File: src/rtl/vend_pkg.sv
// Shared definitions for the vending core and the session arbiter in front of it.
package vend_pkg;

  localparam logic [1:0] COIN_NONE = 2'b00;
  localparam logic [1:0] COIN_5    = 2'b01;
  localparam logic [1:0] COIN_10   = 2'b10;
  localparam logic [1:0] COIN_BAD  = 2'b11;

  localparam int PRICE = 20;

  typedef enum logic {
    ST_IDLE  = 1'b0,
    ST_OWNED = 1'b1
  } state_e;

  // True for the two coin codes the core can actually take.
  function automatic logic coin_valid(input logic [1:0] c);
    return (c == COIN_5) || (c == COIN_10);
  endfunction

  // Monetary value of a coin code; the invalid code is worth nothing.
  function automatic logic [4:0] coin_value(input logic [1:0] c);
    case (c)
      COIN_5:  return 5'd5;
      COIN_10: return 5'd10;
      default: return 5'd0;
    endcase
  endfunction

endpackage

File: src/rtl/vend_rr_pick.sv
// Combinational round-robin picker: first requester at or after the pointer, wrapping.
module vend_rr_pick #(
  parameter int N_REQ = 4,
  parameter int PW    = $clog2(N_REQ)
) (
  input  logic [N_REQ-1:0] req_i,
  input  logic [PW-1:0]    ptr_i,
  output logic [N_REQ-1:0] pick_o,
  output logic             valid_o
);

  // Walk the requesters starting at the pointer and keep only the first hit.
  always_comb begin
    int idx;
    idx     = 0;
    pick_o  = '0;
    valid_o = 1'b0;
    for (int k = 0; k < N_REQ; k++) begin
      idx = int'(ptr_i) + k;
      if (idx >= N_REQ) begin
        idx = idx - N_REQ;
      end
      if (!valid_o && req_i[idx]) begin
        pick_o[idx] = 1'b1;
        valid_o     = 1'b1;
      end
    end
  end

endmodule

File: src/rtl/vend_session_arbiter.sv
// Shares one vending core among N_REQ coin inlets, one whole purchase session at a time,
// with round-robin ownership and an inactivity timeout that reclaims a stalled session.
module vend_session_arbiter
  import vend_pkg::*;
#(
  parameter int N_REQ   = 4,
  parameter int TIMEOUT = 64
) (
  input  logic               clk,
  input  logic               rst,
  input  logic [N_REQ-1:0]   req,
  input  logic [2*N_REQ-1:0] coin_in,
  output logic [N_REQ-1:0]   gnt,
  output logic [1:0]         vend_coin,
  input  logic               vend_dispense,
  input  logic               vend_chg5,
  output logic [N_REQ-1:0]   dispense_out,
  output logic [N_REQ-1:0]   chg5_out,
  output logic [N_REQ-1:0]   coin_rej,
  output logic               timeout_err,
  output logic               busy
);

  localparam int TW = $clog2(TIMEOUT + 1);
  localparam int PW = $clog2(N_REQ);

  state_e             state_q, state_d;
  logic [N_REQ-1:0]   gnt_q, gnt_d;
  logic [N_REQ-1:0]   rej_q, rej_d;
  logic [1:0]         vend_coin_q, vend_coin_d;
  logic [TW-1:0]      timer_q, timer_d;
  logic [PW-1:0]      ptr_q, ptr_d;
  logic               tmo_q, tmo_d;

  logic [N_REQ-1:0]   pick;
  logic               pickValid;
  logic [1:0]         ownerCoin;
  logic [PW-1:0]      ptrAfterOwner;

  vend_rr_pick #(
    .N_REQ (N_REQ),
    .PW    (PW)
  ) u_pick (
    .req_i   (req),
    .ptr_i   (ptr_q),
    .pick_o  (pick),
    .valid_o (pickValid)
  );

  // Select the current owner's coin and the pointer slot just past the owner.
  always_comb begin
    ownerCoin     = COIN_NONE;
    ptrAfterOwner = '0;
    for (int i = 0; i < N_REQ; i++) begin
      if (gnt_q[i]) begin
        ownerCoin     = coin_in[2*i +: 2];
        ptrAfterOwner = (i == N_REQ - 1) ? '0 : PW'(i + 1);
      end
    end
  end

  // Session FSM: grant, coin forwarding, release on sale or inactivity, reject pulses.
  always_comb begin
    state_d     = state_q;
    gnt_d       = gnt_q;
    vend_coin_d = COIN_NONE;
    timer_d     = timer_q;
    ptr_d       = ptr_q;
    rej_d       = '0;
    tmo_d       = 1'b0;

    for (int i = 0; i < N_REQ; i++) begin
      if ((coin_in[2*i +: 2] != COIN_NONE) && !((state_q == ST_OWNED) && gnt_q[i])) begin
        rej_d[i] = 1'b1;
      end
    end

    case (state_q)
      ST_IDLE: begin
        timer_d = '0;
        if (pickValid) begin
          gnt_d   = pick;
          state_d = ST_OWNED;
        end
      end

      ST_OWNED: begin
        if (vend_dispense) begin
          gnt_d   = '0;
          state_d = ST_IDLE;
          ptr_d   = ptrAfterOwner;
          timer_d = '0;
          if (ownerCoin != COIN_NONE) begin
            rej_d = rej_d | gnt_q;
          end
        end else if (coin_valid(ownerCoin)) begin
          vend_coin_d = ownerCoin;
          timer_d     = '0;
        end else begin
          if (ownerCoin == COIN_BAD) begin
            rej_d = rej_d | gnt_q;
          end
          if (timer_q == TW'(TIMEOUT - 1)) begin
            gnt_d   = '0;
            state_d = ST_IDLE;
            ptr_d   = ptrAfterOwner;
            timer_d = '0;
            tmo_d   = 1'b1;
          end else begin
            timer_d = timer_q + TW'(1);
          end
        end
      end

      default: begin
        state_d = ST_IDLE;
        gnt_d   = '0;
      end
    endcase
  end

  // State and output registers; reset aborts any session in progress.
  always_ff @(posedge clk or posedge rst) begin
    if (rst) begin
      state_q     <= ST_IDLE;
      gnt_q       <= '0;
      rej_q       <= '0;
      vend_coin_q <= COIN_NONE;
      timer_q     <= '0;
      ptr_q       <= '0;
      tmo_q       <= 1'b0;
    end else begin
      state_q     <= state_d;
      gnt_q       <= gnt_d;
      rej_q       <= rej_d;
      vend_coin_q <= vend_coin_d;
      timer_q     <= timer_d;
      ptr_q       <= ptr_d;
      tmo_q       <= tmo_d;
    end
  end

  assign gnt          = gnt_q;
  assign vend_coin    = vend_coin_q;
  assign coin_rej     = rej_q;
  assign timeout_err  = tmo_q;
  assign busy         = |gnt_q;
  assign dispense_out = gnt_q & {N_REQ{vend_dispense}};
  assign chg5_out     = gnt_q & {N_REQ{vend_chg5}};

endmodule

File: config.mk
export PLATFORM = sky130hd
export DESIGN_NAME = vend_session_arbiter
export DESIGN_NICKNAME = d
export VERILOG_FILES = /design/src/rtl/vend_pkg.sv /design/src/rtl/vend_rr_pick.sv /design/src/rtl/vend_session_arbiter.sv
export SDC_FILE = /design/constraint.sdc
export NUM_CORES = 1
export LEC_CHECK = 0
export CORE_ASPECT_RATIO = 1.5
export CORE_UTILIZATION = 48
export DETAILED_ROUTE_END_ITERATION = 6
export MAX_ROUTING_LAYER = met4
export PLACE_DENSITY = 0.87
export SYNTH_ARGS = -nofsm -noshare
export SYNTH_HDL_FRONTEND = slang
export SYNTH_SLANG_ARGS = --single-unit
File: constraint.sdc
create_clock -name clk -period 3 [get_ports clk]
set_input_delay 0.45 -clock clk [delete_from_list [all_inputs] [get_ports clk]]
set_output_delay 0.45 -clock clk [all_outputs]
set_load 0.02 [all_outputs]
==> run summary, run 1 <==
The share of Yosys cell area claimed by the top area cell type is 37.7%, and the power per unit of standard cell area is 791 mW/mm². The x dimension of the die works out to 46.0 µm. The sum of routed wire length over all layers was 3.09 mm. The via count of the first global-routing pass came out at 1,136. The final net count was 209. Leading cell type in the layout, fill and taps excluded: sky130_fd_sc_hd__clkdlybuf4s50_1.

The remaining routing DRC violations was 0. The count of final setup violators is 0. The quantity of I/O buffers inserted on ports came out at 35. After synthesis, the mean cell area works out to 9.35 µm².

The sequential area share after synthesis is 37.7%. In the post-synthesis netlist, the biggest area contributors are sky130_fd_sc_hd__dfrtp_1, sky130_fd_sc_hd__ha_1, sky130_fd_sc_hd__and2_1. The run finished with clean final reports. The setup TNS after final layout is 0 ps, and the cell count along the critical path is 10.

Detailed routing inserted a total of 1,233 vias. The worst hold path belongs to the class flip-flop to flip-flop. The maximum VDD drop was 523 µV; the number of placed I/O pins was 36. Data on the critical path is required at its endpoint by 3190 ps.

The number of clock buffers added by TritonCTS is 3. For this design the static power due to leakage is 0.798 nW. For the global-route wire length before repair, the log shows 4.86 mm. The tools report the critical path startpoint category as an input pin. The repair_antennas step left the layout with diodes totalling 0. The detailed-routing iteration count for the pre-antenna-repair pass was 4; the highest net fanout along the worst path was 5. Entering global routing, the biggest net connects 22 pins. After clock tree synthesis, the flow added hold-fix buffers numbering 0. The height of the die is 68.0 µm.

The worst flop-to-flop path endpoint was gnt[2]. The tools report the highest clock frequency the design can meet as 393 MHz. The data arrival time of the critical path was 2740 ps; the initial antenna violation count was 0. TritonCTS built the clock tree. The final count of pins violating max slew was 0. The longest clock path from root to sink contains 2 buffers. Yosys printed 0 warnings. The logs give 0 for the number of buffers inserted to repair setup after CTS and 0.00177 mm² for the instance area after placement. STA classifies the critical path endpoint as a flip-flop. The first-iteration detailed-routing DRC count came out at 48.

The count of final hold-check violations came out at 0. Endpoint of the worst hold-timing path: timer_q[0]. The synthesized netlist net count was 174; the fraction of final layout cells sized beyond drive strength 1 was 5.46%. The clock root buffer is sky130_fd_sc_hd__clkbuf_8. In this design, the stage delay of the slowest critical-path cell is 480 ps.

After filler insertion, the fill cell instance count of the layout stands at 230. In this run, synthesis produced a sequential element count of 21. The clock-pin slew on the worst setup and hold paths is 70 ps.

The number of cells on the worst hold path came out at 1. The count of nets left with antenna violations once routing finished came out at 0. The tools report the hold path startpoint as timer_q[0]. The tools report the worst slew margin relative to its limit as 48.8%. The number of cells on the worst reg-to-reg path is 9.

In this run the critical register-to-register path is launched from gnt[1]. The slowest stage of the critical path is the sky130_fd_sc_hd__clkdlybuf4s50_1 cell. The clock net in this run drives a total of 21 sinks. Detailed placement ended at an HPWL of 2.42 mm. In this run the core area contains 23 standard-cell rows. The register-to-register setup slack is 510 ps. The final core area utilization is 67.1%, and the remaining global-route overflow is 0.

Kind of cell adding the most delay to the critical path: compound AO/OA/AOI/OAI gates. The tools report the number of distinct standard cells referenced by the synthesized netlist as 36. The cell type with the highest occurrence count on the critical path was sky130_fd_sc_hd__a21oi_1. In the final layout, flip-flops and latches occupy 526 µm².

The clock period could shrink to 2540 ps. After synthesis the cells add up to 0.00139 mm². The total global-route track usage was 21.5%; the setup skew after layout was 1.01 ps. From synthesis to final layout, the design area changed by 30.3%. Walking the worst path, the cells encountered are clkdlybuf4s50_1 > nand3b_1 > a21oi_1 > a21oi_1 > nor2_1 > a21oi_1 > ha_1 > nor3b_2 > o31ai_1 > a211o_1. The largest total area in the synthesized netlist belongs to sky130_fd_sc_hd__dfrtp_1.

Count of buffering cells on the critical path with inverters included: 1. At the pin with the least slew margin, the transition time is 767 ps. Setup repair after global routing left no endpoint under its margin. The tool flagged a number of max-cap violations equal to 0. By startpoint and endpoint, the worst setup path is classified as input pin to flip-flop. The weighted congestion at the end of routability-driven global placement is 0.811, and the cell area after layout is 0.00181 mm². Once the floorplan was initialized, standard cells occupied 51.5% of the core. The multi-input combinational cells in the finished layout cover a total of 825 µm².

In the final routed layout, each cell accounts on average for 14.1 µm. The core region is 0.00271 mm². The tools report the number of H-tree levels as 1. The average via count per standard cell works out to 5.60.

The number of instances in the synthesized netlist is 149, and the die outline area is 0.00313 mm². In the layout the commonest cells are sky130_fd_sc_hd__clkdlybuf4s50_1, sky130_fd_sc_hd__dfrtp_1, sky130_fd_sc_hd__o21ai_0. The later pin in the worst-skew pair is clocked with a latency of 250 ps.

The ratio of final minimum period to clock period works out to 84.7%. The tools report the number of resized instances in the post-cts repair step as 0.
-- routing by layer --
layer  wire length, µm  GRT usage, %  up-vias
li1                  -             -      606
met1              1230          22.8      598
met2              1740          39.4       23
met3                80          2.64        6
met4                49          6.99        0
met5                 0             -        -
-- worst reg2reg max path, delay by kind of cell (launching register included) --
family                   cells  cell delay (ps)
AO/OA/AOI/OAI                5             1000
adder cells (fa/ha/maj)      1              360
flip-flops                   1              500
AND/OR/NAND/NOR              3              580
-- how the worst max path moves through the flow --
stage	startpoint	to
after floorplan	gnt[1]	gnt[0]
after global placement	coin_in[2]	gnt[0]
after detailed placement	coin_in[1]	gnt[2]
after CTS	coin_in[1]	gnt[2]
after global routing	coin_in[1]	gnt[2]
final	coin_in[1]	gnt[2]
-- synthesized netlist by cell type --
cell type	number
sky130_fd_sc_hd__or3b_1	2
sky130_fd_sc_hd__o31ai_1	1
sky130_fd_sc_hd__and3_1	8
sky130_fd_sc_hd__o21ai_0	12
sky130_fd_sc_hd__inv_1	5
sky130_fd_sc_hd__nor2_4	1
sky130_fd_sc_hd__or2_1	1
sky130_fd_sc_hd__nand2_1	7
sky130_fd_sc_hd__mux2_2	3
sky130_fd_sc_hd__a21o_1	2
sky130_fd_sc_hd__a21oi_1	3
sky130_fd_sc_hd__nand3b_1	3
sky130_fd_sc_hd__a31oi_1	4
sky130_fd_sc_hd__o21bai_1	2
sky130_fd_sc_hd__nor4_2	1
sky130_fd_sc_hd__nand2b_1	1
sky130_fd_sc_hd__o21ai_1	6
sky130_fd_sc_hd__nor2b_1	3
sky130_fd_sc_hd__nor2_1	10
sky130_fd_sc_hd__o211ai_1	4
sky130_fd_sc_hd__xor2_1	1
sky130_fd_sc_hd__clkbuf_1	1
sky130_fd_sc_hd__ha_1	9
sky130_fd_sc_hd__nor3_1	2
sky130_fd_sc_hd__mux2i_1	6
sky130_fd_sc_hd__and2_1	11
sky130_fd_sc_hd__dfrtp_1	21
sky130_fd_sc_hd__o22ai_1	1
sky130_fd_sc_hd__a221oi_1	1
sky130_fd_sc_hd__a211o_1	4
sky130_fd_sc_hd__or4_1	1
sky130_fd_sc_hd__nand3_1	2
sky130_fd_sc_hd__nor3b_2	1
sky130_fd_sc_hd__a2111oi_0	2
sky130_fd_sc_hd__buf_2	4
sky130_fd_sc_hd__xnor2_1	3
-- power by group --
group / internal [mW] / leakage [nW] / switching (mW)
combinational: 0.372 / 0.506 / 0.424
sequential: 0.349 / 0.270 / 0.109
clock: 0.0935 / 0.0217 / 0.0888
-- registers in the layout, indices dropped and copies added, names as in the netlist --
signal,flops
timer_q,7
coin_rej,4
gnt,4
ptr_q,2
vend_coin,2
state_q,1
timeout_err,1
-- per-stage QoR --
step / power, mW / setup WS (ps) / hold slack (ps) / cells
finish: 1.44 / 458 / 468 / 220
global route: 1.55 / 308 / 493 / 220
CTS: 1.44 / 522 / 473 / 220
detailed placement: 1.25 / 279 / 462 / 216
global placement: 1.21 / 394 / 445 / 216
floorplan: 0.984 / 722 / 424 / 149
-- area by class of cell --
cell class | count | share of cell area, %
clock inverter | 1 | 0.414
clock buffer | 3 | 2.28
multi-input combinational | 118 | 45.4
timing repair buffer | 35 | 19.3
sequential | 21 | 29.0
tap | 37 | 2.55
inverter | 5 | 1.03
-- cells by family (layout without fill, tap and decap cells) --
logic type                 after synthesis  after routing  synth area share, %
muxes                                    9              9                 6.74
DFF                                     21             21                 37.7
buffers and inverters                   10             44                 3.05
AOI/OAI and AO/OA                       42             42                 19.0
xor gates and xnor gates                 4              4                 2.52
and+or+nand+nor                         54             54                 22.8
adders and majority gates                9              9                 8.09
Power figures use the tool's default switching activity.
==> run 2: changes to the inputs <==
--- a/config.mk
+++ b/config.mk
@@ -6,10 +6,10 @@
 export NUM_CORES = 1
 export LEC_CHECK = 0
 export CORE_ASPECT_RATIO = 1.5
-export CORE_UTILIZATION = 48
+export CORE_UTILIZATION = 44
 export DETAILED_ROUTE_END_ITERATION = 6
 export MAX_ROUTING_LAYER = met4
-export PLACE_DENSITY = 0.87
+export PLACE_DENSITY = 0.84
 export SYNTH_ARGS = -nofsm -noshare
 export SYNTH_HDL_FRONTEND = slang
 export SYNTH_SLANG_ARGS = --single-unit
==> constraint.sdc (replaced) <==
create_clock -name clk -period 2 [get_ports clk]
set_input_delay 0.3 -clock clk [delete_from_list [all_inputs] [get_ports clk]]
set_output_delay 0.3 -clock clk [all_outputs]
set_load 0.02 [all_outputs]
==> run 2 against run 1 <==
  * The flow now finishes with violations (setup timing)
  * Wire length up 22%
  * Global-route usage up 4.3 points
  * Total power increased by 84%
  * Combinational power is 120% higher
  * Core utilization is 4.6 points higher
  * Critical path depth is 1 lower
  * Hold slack worse by 180 ps
  * Cell area up 17%
  * Sequential power up 41%
  * First-iteration DRC count down 40%
  * Die area is 8.8% higher
  * Clock-buffer cell count is the same
  * Critical path type is now flip-flop to flip-flop
==> run summary, run 2 (synthesis gave the netlist of run 1 again) <==
The tools report the weighted congestion at the end of routability-driven global placement as 0.858. The detail route stage leaves a number of antenna-violating nets equal to 0. Cell area after layout: 0.00213 mm². For this run the aggregate overflow at the end of global routing stands at 0. The area growth from synthesis to layout is 52.9%. For this run, the post-layout net count is 239.

In this run the critical register-to-register path is launched from gnt[1]. The maximum VDD drop is 808 µV. The tools report the initial antenna violation count as 0. Summed over all layers, the routed wires come to 3.76 mm. The final reports fail on setup timing. The worst setup path is captured at a flip-flop. The placeable core region was 0.00297 mm²; the transition time at the pin with the least slew margin was 379 ps.

The worst hold-check slack came out at 292 ps. Leaving out fill and tap cells, the most frequent cells in the layout are sky130_fd_sc_hd__clkdlybuf4s50_1, sky130_fd_sc_hd__buf_4, sky130_fd_sc_hd__dfrtp_1. In this run, the number of DRC markers left after iteration 0 of detailed routing was 29. Dividing the detail-routed wire length by the instance count gives 14.9 µm.

The final count of pins violating max slew came out at 0. Counting flops per register, the top entry is timer_q. The run gives 0.00199 mm² as the instance area after placement. The category of the most critical setup path is flip-flop to flip-flop.

The power per unit of standard cell area works out to 1240 mW/mm². Setup repair after global routing could not meet its margin everywhere. The worst setup path is launched from a flip-flop. Max-cap violations in this run came to 0.

The wire-length estimate of the detail-placed layout is 2.82 mm. The tools report the filler cell count as 219. The worst slew margin relative to its limit is 74.7%.

The clock root buffer is sky130_fd_sc_hd__clkbuf_8. The x dimension of the die works out to 47.9 µm. The latest clock arrival within the worst-skew pair was 270 ps; the height of the die was 70.9 µm. Timing analysis after detailed placement gives a worst setup slack of -351 ps. Post-layout worst setup margin: -105 ps. Row generation in the floorplan step produced 24 rows.

The first detailed-routing pass took 4 iterations. The tools report the antenna diode count as 0. Pin placement for this block handled 36 I/O pins. The via count was 1,405; the highest net fanout along the worst path was 5. The cell count of the worst reg-to-reg path is 9, and the number of H-tree levels is 1. TritonCTS created 3 clock buffers. The tools report the global-route wire length before repair as 6.08 mm. The final critical path takes up 105% of the cycle. The highest clock frequency the design can meet is 475 MHz, and the maximum root-to-sink buffer count is 2. The tools report the via count of the first global-routing pass as 1,399. The die covers 0.00340 mm².

Cells fill 71.6% of the core in the end. For the endpoint required time on the critical path, the log shows 2150 ps. Summed over all failing endpoints, the final setup total negative slack is -522 ps. The register area was 531 µm²; the maximum number of pins on one net before global-route repair was 14.

The setup skew after layout was 4.36 ps; the clock sink count was 21. TritonCTS built the clock tree. The type of the tightest min-delay check was input pin to async pin. Global routing used 25.7% of the available tracks across all layers. The quantity of I/O buffers inserted on ports is 35, and the count of final hold-check violations is 0.

After detailed routing, the number of vias per cell comes to 5.58. Leading cell type in the layout, fill and taps excluded: sky130_fd_sc_hd__clkdlybuf4s50_1. Worst flop-to-flop path endpoint: gnt[1]. The flow ran to the end, but the final reports show violations. Data arrives at the worst endpoint at 2260 ps. The number of flip-flops under the largest register name came out at 7.

Setup violations remaining at the end of the flow were counted as 10. Summing all multi-input logic gate instances after layout gives 910 µm². The minimum period implied by the final worst setup slack is 2100 ps, and the clock-pin slew on the worst setup and hold paths is 80 ps.

The starting density of the core was 46.8%. After detailed routing, the number of remaining DRC violations is 0. The fraction of final layout cells sized beyond drive strength 1 is 27.2%.

In this run the static leakage power is 0.986 nW. The setup check on the worst reg-to-reg path leaves a slack of -100 ps. The number of buffers added to fix hold violations after cts is 0.
[run 2: changes by cell type in the layout (fill, tap and decap cells not counted), sizes merged]
cell and delta:
clkinvlp -1, buf +30, clkbuf +1, dlymetal6s2s +1, clkdlybuf4s50 -3, dlygate4sd2 +1
clkinv +1
[run 2: what timing repair did]
item                       CTS  global route
buffers inserted             6             2
pin swaps                    6             1
setup endpoints to repair   12            18
gates resized for setup      6            12
[run 2: final cells by class]
class                           count  share of cell area (%)
Sequential cell                    21                    24.9
Clock inverter                      1                   0.235
Clock buffer                        3                    1.94
Timing Repair Buffer               65                    27.0
Tap cell                           39                    2.29
Multi-Input combinational cell    118                    42.7
Inverter                            5                   0.881
[run 2: routing by layer]
metal / global-route usage [%] / vias to the layer above / routed length (µm)
li1: - / 667 / -
met1: 26.6 / 693 / 1410
met2: 43.1 / 32 / 2140
met3: 6.12 / 13 / 93
met4: 12.0 / 0 / 121
met5: - / - / 0
[run 2: worst max-delay path: stages (launching register included)]
cell and delay (ps):
sky130_fd_sc_hd__dfrtp_2 420, sky130_fd_sc_hd__buf_6 120, sky130_fd_sc_hd__nor2b_4 40, sky130_fd_sc_hd__a221oi_2 220, sky130_fd_sc_hd__nor3_1 80, sky130_fd_sc_hd__a21o_1 200
sky130_fd_sc_hd__ha_4 280, sky130_fd_sc_hd__nor3b_4 250, sky130_fd_sc_hd__o31ai_4 100, sky130_fd_sc_hd__a211o_1 270
[run 2: power by group]
part	leakage [nW]	switching (mW)	internal [mW]
clock	0.0255	0.141	0.139
combinational	0.696	0.848	0.871
sequential	0.265	0.117	0.530
[run 2: worst max path at each step]
stage               startpoint     end  slack (ps)  cells after the start
detailed placement  coin_in[1]  gnt[1]        -350                     10
finish                  gnt[1]  gnt[1]        -100                      9
CTS                     gnt[1]  gnt[1]         -70                      9
floorplan               gnt[1]  gnt[0]        -110                     10
global placement    coin_in[1]  gnt[0]        -310                     10
global route            gnt[1]  gnt[3]        -220                      9
[run 2: metrics by stage]
| step | power (mW) | instances |
|---|---|---|
| floorplan | 1.55 | 149 |
| global route | 2.83 | 252 |
| finish | 2.65 | 252 |
| detailed placement | 2.21 | 241 |
| global placement | 2.13 | 241 |
| CTS | 2.56 | 251 |
==> run 3: changes to the inputs <==
--- a/config.mk
+++ b/config.mk
@@ -10,6 +10,7 @@
 export DETAILED_ROUTE_END_ITERATION = 6
 export MAX_ROUTING_LAYER = met4
 export PLACE_DENSITY = 0.84
+export SLEW_MARGIN = 5
 export SYNTH_ARGS = -nofsm -noshare
 export SYNTH_HDL_FRONTEND = slang
 export SYNTH_SLANG_ARGS = --single-unit
==> results of run 3 <==
Final layout, timing and power as in run 2 (identical DEF).
